[config.mk]
export PLATFORM = sky130hd
export DESIGN_NAME = aes_round_sequencer
export DESIGN_NICKNAME = d
export VERILOG_FILES = /design/src/rtl/aes_round_sequencer_pkg.sv /design/src/rtl/aes_round_sequencer_counter.sv /design/src/rtl/aes_round_sequencer.sv
export SDC_FILE = /design/constraint.sdc
export NUM_CORES = 1
export LEC_CHECK = 0
export CAP_MARGIN = 15
export CORE_MARGIN = 2
export CORE_UTILIZATION = 45
export DETAILED_ROUTE_END_ITERATION = 6
export GPL_TIMING_DRIVEN = 0
export PLACE_DENSITY_LB_ADDON = 0.12
export SYNTH_ARGS = -nofsm -noshare
export SYNTH_HDL_FRONTEND = slang
export SYNTH_HIERARCHICAL = 1
export SYNTH_SLANG_ARGS = --single-unit
[constraint.sdc]
create_clock -name Clk -period 2.3 [get_ports Clk]
set_clock_uncertainty 0.15 [all_clocks]
set_input_delay 0.345 -clock Clk [delete_from_list [all_inputs] [get_ports Clk]]
set_output_delay 0.345 -clock Clk [all_outputs]
set_load 0.01 [all_outputs]
[src/rtl/aes_round_sequencer_pkg.sv]
// Shared definitions for the AES-128 round sequencer.
// Holds the default round count and counter width, the FSM state encoding
// (3-bit) and the RoundType codes that the datapath decodes.
package aes_round_sequencer_pkg;

    localparam int NR_DEF    = 10;
    localparam int RND_W_DEF = 4;

    typedef enum logic [2:0] {
        ST_IDLE   = 3'd0,
        ST_KEYFWD = 3'd1,
        ST_INIT   = 3'd2,
        ST_ROUND  = 3'd3,
        ST_FINAL  = 3'd4,
        ST_DONE   = 3'd5
    } seqState_t;

    localparam logic [1:0] RT_IDLE  = 2'b00;
    localparam logic [1:0] RT_INIT  = 2'b01;
    localparam logic [1:0] RT_FULL  = 2'b10;
    localparam logic [1:0] RT_FINAL = 2'b11;

endpackage

[src/rtl/aes_round_sequencer_counter.sv]
// Round index counter for the AES round sequencer.
// Ports:
//   Clk, Rst          clock and synchronous active-low reset
//   load, loadVal     load an explicit round index (wins over counting)
//   countUp/countDown step the index by one
//   count             current round index
//   atNrMinus1/atOne/atNr  exact-compare terminal flags used by the FSM
module aes_round_sequencer_counter
    import aes_round_sequencer_pkg::*;
#(
    parameter int NR    = NR_DEF,
    parameter int RND_W = RND_W_DEF
) (
    input  logic             Clk,
    input  logic             Rst,
    input  logic             load,
    input  logic [RND_W-1:0] loadVal,
    input  logic             countUp,
    input  logic             countDown,
    output logic [RND_W-1:0] count,
    output logic             atNrMinus1,
    output logic             atOne,
    output logic             atNr
);

    // The FSM never asks for a step past 0 or NR, so no saturation is needed.
    always_ff @(posedge Clk) begin
        if (!Rst) begin
            count <= '0;
        end else if (load) begin
            count <= loadVal;
        end else if (countUp) begin
            count <= count + RND_W'(1);
        end else if (countDown) begin
            count <= count - RND_W'(1);
        end
    end

    assign atNrMinus1 = (count == RND_W'(NR - 1));
    assign atOne      = (count == RND_W'(1));
    assign atNr       = (count == RND_W'(NR));

endmodule

[src/rtl/aes_round_sequencer.sv]
// Control FSM for an iterative AES-128 datapath (one round per clock).
// Accepts a block via ReadRy/ReadEn, returns it via WriteEn/WriteRy, and
// steers state/key loading, round type, round index and key-schedule
// stepping. The cipher key and the round-10 key are cached so that a later
// decrypt with the same key skips forward key expansion.
// Ports:
//   Clk, Rst                 clock, synchronous active-low reset
//   ProgramSelector          1=encrypt, 0=decrypt (sampled at accept)
//   ReadyKey                 new key accompanies this block (sampled at accept)
//   ReadRy / ReadEn          host input handshake; ReadEn is the accept pulse
//   WriteRy / WriteEn        host output handshake; WriteEn held until WriteRy
//   LoadState/LoadKey/LoadWork/KeySrc  register load controls
//   KeyStep/KeyDir/CaptureLastKey      key schedule controls
//   RoundType/Inverse/RoundCnt         datapath round controls
//   Busy                     high whenever not idle
module aes_round_sequencer
    import aes_round_sequencer_pkg::*;
#(
    parameter int NR    = NR_DEF,
    parameter int RND_W = RND_W_DEF
) (
    input  logic             Clk,
    input  logic             Rst,
    input  logic             ProgramSelector,
    input  logic             ReadyKey,
    input  logic             ReadRy,
    input  logic             WriteRy,
    output logic             ReadEn,
    output logic             WriteEn,
    output logic             LoadState,
    output logic             LoadKey,
    output logic             LoadWork,
    output logic             KeySrc,
    output logic             KeyStep,
    output logic             KeyDir,
    output logic             CaptureLastKey,
    output logic [1:0]       RoundType,
    output logic             Inverse,
    output logic [RND_W-1:0] RoundCnt,
    output logic             Busy
);

    localparam logic [RND_W-1:0] CNT_NR   = RND_W'(NR);
    localparam logic [RND_W-1:0] CNT_ONE  = RND_W'(1);
    localparam logic [RND_W-1:0] CNT_ZERO = '0;

    seqState_t        state, nextState;
    logic             keyValid, lastKeyValid, encMode;
    logic             cntLoad, cntUp, cntDown;
    logic [RND_W-1:0] cntLoadVal, cnt;
    logic             atNrMinus1, atOne, atNr;
    logic             useCached;

    aes_round_sequencer_counter #(.NR(NR), .RND_W(RND_W)) roundCounter (
        .Clk        (Clk),
        .Rst        (Rst),
        .load       (cntLoad),
        .loadVal    (cntLoadVal),
        .countUp    (cntUp),
        .countDown  (cntDown),
        .count      (cnt),
        .atNrMinus1 (atNrMinus1),
        .atOne      (atOne),
        .atNr       (atNr)
    );

    // State, latched mode and key-cache flags. A new key invalidates the
    // cached last key until this block's schedule reaches round 10 again.
    always_ff @(posedge Clk) begin
        if (!Rst) begin
            state        <= ST_IDLE;
            keyValid     <= 1'b0;
            lastKeyValid <= 1'b0;
            encMode      <= 1'b0;
        end else begin
            state <= nextState;
            if (ReadEn) begin
                encMode <= ProgramSelector;
                if (ReadyKey) begin
                    keyValid     <= 1'b1;
                    lastKeyValid <= 1'b0;
                end
            end
            if (CaptureLastKey) begin
                lastKeyValid <= 1'b1;
            end
        end
    end

    // Next-state and output decode. Accept is gated by Rst so nothing is
    // consumed while reset is being applied.
    always_comb begin
        nextState      = state;
        ReadEn         = 1'b0;
        WriteEn        = 1'b0;
        LoadState      = 1'b0;
        LoadKey        = 1'b0;
        LoadWork       = 1'b0;
        KeySrc         = 1'b0;
        KeyStep        = 1'b0;
        KeyDir         = 1'b0;
        CaptureLastKey = 1'b0;
        RoundType      = RT_IDLE;
        Inverse        = 1'b0;
        RoundCnt       = CNT_ZERO;
        Busy           = (state != ST_IDLE);
        cntLoad        = 1'b0;
        cntLoadVal     = CNT_ZERO;
        cntUp          = 1'b0;
        cntDown        = 1'b0;
        useCached      = !ProgramSelector && lastKeyValid && !ReadyKey;

        case (state)
            ST_IDLE: begin
                if (Rst && ReadRy && (ReadyKey || keyValid)) begin
                    ReadEn    = 1'b1;
                    LoadState = 1'b1;
                    LoadKey   = ReadyKey;
                    LoadWork  = 1'b1;
                    KeySrc    = useCached;
                    cntLoad   = 1'b1;
                    if (ProgramSelector) begin
                        nextState  = ST_INIT;
                        cntLoadVal = CNT_ZERO;
                    end else if (useCached) begin
                        nextState  = ST_INIT;
                        cntLoadVal = CNT_NR;
                    end else begin
                        nextState  = ST_KEYFWD;
                        cntLoadVal = CNT_ONE;
                    end
                end
            end
            // Walk the schedule forward to the round-10 key before decrypting.
            ST_KEYFWD: begin
                KeyStep  = 1'b1;
                RoundCnt = cnt;
                if (atNr) begin
                    nextState  = ST_INIT;
                    cntLoad    = 1'b1;
                    cntLoadVal = CNT_NR;
                end else begin
                    cntUp = 1'b1;
                end
            end
            ST_INIT: begin
                RoundType = RT_INIT;
                RoundCnt  = cnt;
                KeyStep   = 1'b1;
                KeyDir    = !encMode;
                Inverse   = !encMode;
                nextState = ST_ROUND;
                if (encMode) begin
                    cntUp = 1'b1;
                end else begin
                    cntDown        = 1'b1;
                    CaptureLastKey = 1'b1;
                end
            end
            ST_ROUND: begin
                RoundType = RT_FULL;
                RoundCnt  = cnt;
                KeyStep   = 1'b1;
                KeyDir    = !encMode;
                Inverse   = !encMode;
                if (encMode) begin
                    cntUp = 1'b1;
                    if (atNrMinus1) nextState = ST_FINAL;
                end else begin
                    cntDown = 1'b1;
                    if (atOne) nextState = ST_FINAL;
                end
            end
            ST_FINAL: begin
                RoundType      = RT_FINAL;
                RoundCnt       = cnt;
                Inverse        = !encMode;
                CaptureLastKey = encMode;
                nextState      = ST_DONE;
                cntLoad        = 1'b1;
                cntLoadVal     = CNT_ZERO;
            end
            ST_DONE: begin
                WriteEn = 1'b1;
                Inverse = !encMode;
                if (WriteRy) nextState = ST_IDLE;
            end
            default: begin
                nextState = ST_IDLE;
            end
        endcase
    end

endmodule

==> impl_metrics.yaml <==
run_status:
  status: "finished clean"
layout:
  final_layout_size_suffix_gt1_frac: 0.253
  areaGrowthSynthToFinish_pct: 41.4
  stdcell_area_sq_mm: 0.00133
  n_antenna_cell: 0
  nets_final: 163
logic_synthesis:
  ys.flop_type: "dfxtp_1"
  syn_inst: 117
  synth_area_sq_um: 943
  synth_sequential_area_ratio: 0.212
  netlist_top_cells_area: "dfxtp_1 21%, ha_1 8.0%, a21oi_1 3.7%"
  synthTopCellsByCount: "10 x dfxtp_1, 9 x inv_1, 7 x a21oi_1"
  synth-async-reset-ratio: 0
  yosys_warnings: 6
  number_of_flops_mapped_to_enable_cells_by_yosys: 0
  synth_top_cell_by_area: "dfxtp_1"
  synth.top_cell.area_share: 0.212
  postSynthNetCount: 129
  post-synth-top-count-cell: "dfxtp_1"
  ys_ff_latch: 10
  postSynthAreaPerCell_sq_um: 8.06
  ys_types: 49
clock_tree:
  cts.htree.levels: 1
  root_buffer: "clkbuf_4"
  clock_sinks: 10
  cts_tree: "built"
  clkLatencyLatePin_ns: 0.27
  max-clock-path-buffers: 2
  clock_slew_seen_by_the_registers_of_the_worst_setup_and_hold_paths_ns: 0.08
  numCtsBuffers: 3
power_and_ir_drop:
  vdd.ir_drop.worst_mv: 0.476
  leakage_nw: 0.618
  power.density_cell_area_mw_per_mm2: 478
detailed_routing:
  wl_per_cell_microns: 13.3
  drt_pre_antenna_iters: 4
  first_iter_violations: 22
  drt-total-wl_mm: 2.35
  viasPerCell: 5.66
  drt_drc_violations_left: 0
  postRouteAntennaNets: 0
  num_vias: 1001
timing:
  timing_max_transition_violations_final: 0
  setup_ws_ns: 0.0565
  finalHoldViolCount: 0
  setup-violations-final: 0
  layout_worst_path_cycle_share: 0.975
  min_period_ns: 2.24
  achievable-frequency_mhz: 446
  fin_tns_setup_ns: 0
  grt_setup_unrepaired: "false"
grt:
  grt_pass1_wl_mm: 4.06
  grt_start_max_net_pins: 13
  grt_util_all_layers: 0.206
  antenna_found_initial: 0
  gr-total-overflow: 0
  via_count_of_the_first_global_routing_pass: 964
place:
  half_perimeter_wire_length_after_detailed_placement_mm: 1.69
  port-buffer-count: 22
  final_gp_congestion: 0.901
  post_dp_cell_area_sq_mm: 0.00120
  place_ws_ns: -0.419
die:
  start_util: 0.481
  pin_count: 23
  floorplan.core_area_sq_mm: 0.00196
  chipWidth_microns: 49.8
  std_cell_rows: 16
  fp.dieH_microns: 49.8
  die-area_sq_mm: 0.00248
critical_path:
  type_of_element_launching_the_critical_path: "flop"
  critPathRequiredTime_ns: 1.80
  crit_path_max_fanout: 10
  timing.critical_path.to_type: "output port"
  crit_type: "reg -> out"
  worst_ep_arrival_time_ns: 1.75
run:
  drv.max_cap_violation_count: 0
worst_hold_path:
  class_of_the_most_critical_hold_timing_path: "in -> reg"
==> final timing paths <==
path                          from               endpoint  slack, ns  depth (start not counted)
min reg2reg               keyValid               keyValid       0.39                          2
max reg2reg  roundCounter/count[0]  roundCounter/count[3]       0.22                          9
max                       state[1]           RoundType[1]       0.06                          4
min                            Rst               state[2]       0.39                          2
==> worst max-delay path, stage by stage (launching register included) <==
cell and delay (ns):
dfxtp_4 0.37, buf_4 0.17, nor2b_2 0.17, a2bb2o_1 0.28
clkdlybuf4s50_1 0.48
==> placed cells by master (no fill, tap or decap), types with 3 or more instances in the layout <==
| cell | count |
|---|---|
| a21oi_1 | 6 |
| a31oi_1 | 4 |
| and2_1 | 5 |
| buf_4 | 11 |
| clkbuf_4 | 3 |
| clkdlybuf4s50_1 | 7 |
| dfxtp_1 | 6 |
| dlygate4sd2_1 | 13 |
| ha_1 | 5 |
| inv_1 | 8 |
| nand2_1 | 3 |
| nand3_1 | 5 |
| nand3b_1 | 3 |
| nor2_1 | 5 |
| nor3b_1 | 3 |
| o21a_1 | 3 |
| o21ai_0 | 5 |
==> layer usage <==
metal  track usage  up-vias  share of wire
li1              -      493              -
met1         0.245      469           0.42
met2         0.353       35           0.51
met3        0.0606        4          0.054
met4        0.0648        0          0.014
met5             0        -              0
==> metrics by stage <==
stage | hold slack, ns | total power [W] | instances | util
after floorplan | 0.310 | 0.000373 | 117 | -
after global placement | 0.330 | 0.000455 | 166 | 0.610
after detailed placement | 0.340 | 0.000459 | 166 | 0.610
after CTS | 0.360 | 0.000628 | 175 | 0.661
after global routing | 0.409 | 0.000680 | 177 | 0.680
final | 0.390 | 0.000638 | 177 | 0.680
==> cell families after synthesis <==
family,share of synthesized area
flops,0.212
other cells,0.00397
buf+inv,0.0862
simple gates,0.345
xor+xnor,0.0186
fa+ha+maj,0.0796
mux,0.0106
compound gates,0.244
==> power by group <==
part / switching (W) / internal (W)
Sequential: 0.0000271 / 0.000190
Combinational: 0.000125 / 0.000132
Clock: 0.0000680 / 0.0000962
Total: 0.000220 / 0.000418
==> timing repair <==
item | in CTS | in global routing
hold buffers | 0 | 0
resized for setup | 29 | 7
pin swaps | 2 | 2
endpoints found under the setup margin | 18 | 6
setup buffers | 5 | 2
endpoints found under the hold margin | 0 | 0
==> sequential cells by signal, indices dropped and copies added (netlist names) <==
register,count
keyValid,1
encMode,1
roundCounter/count,4
state,3
lastKeyValid,1
==> final cells by class <==
| cell class | count | area (sq um) |
|---|---|---|
| inverters | 10 | 37.5 |
| clock buffers | 4 | 36.3 |
| flip-flops and latches | 10 | 210 |
| multi-input cells | 91 | 703 |
| fillers | 186 | 628 |
| well taps | 27 | 33.8 |
| repair buffers | 29 | 260 |
| plain buffers | 6 | 52.6 |
No activity file was read; power rests on OpenSTA's default activity.
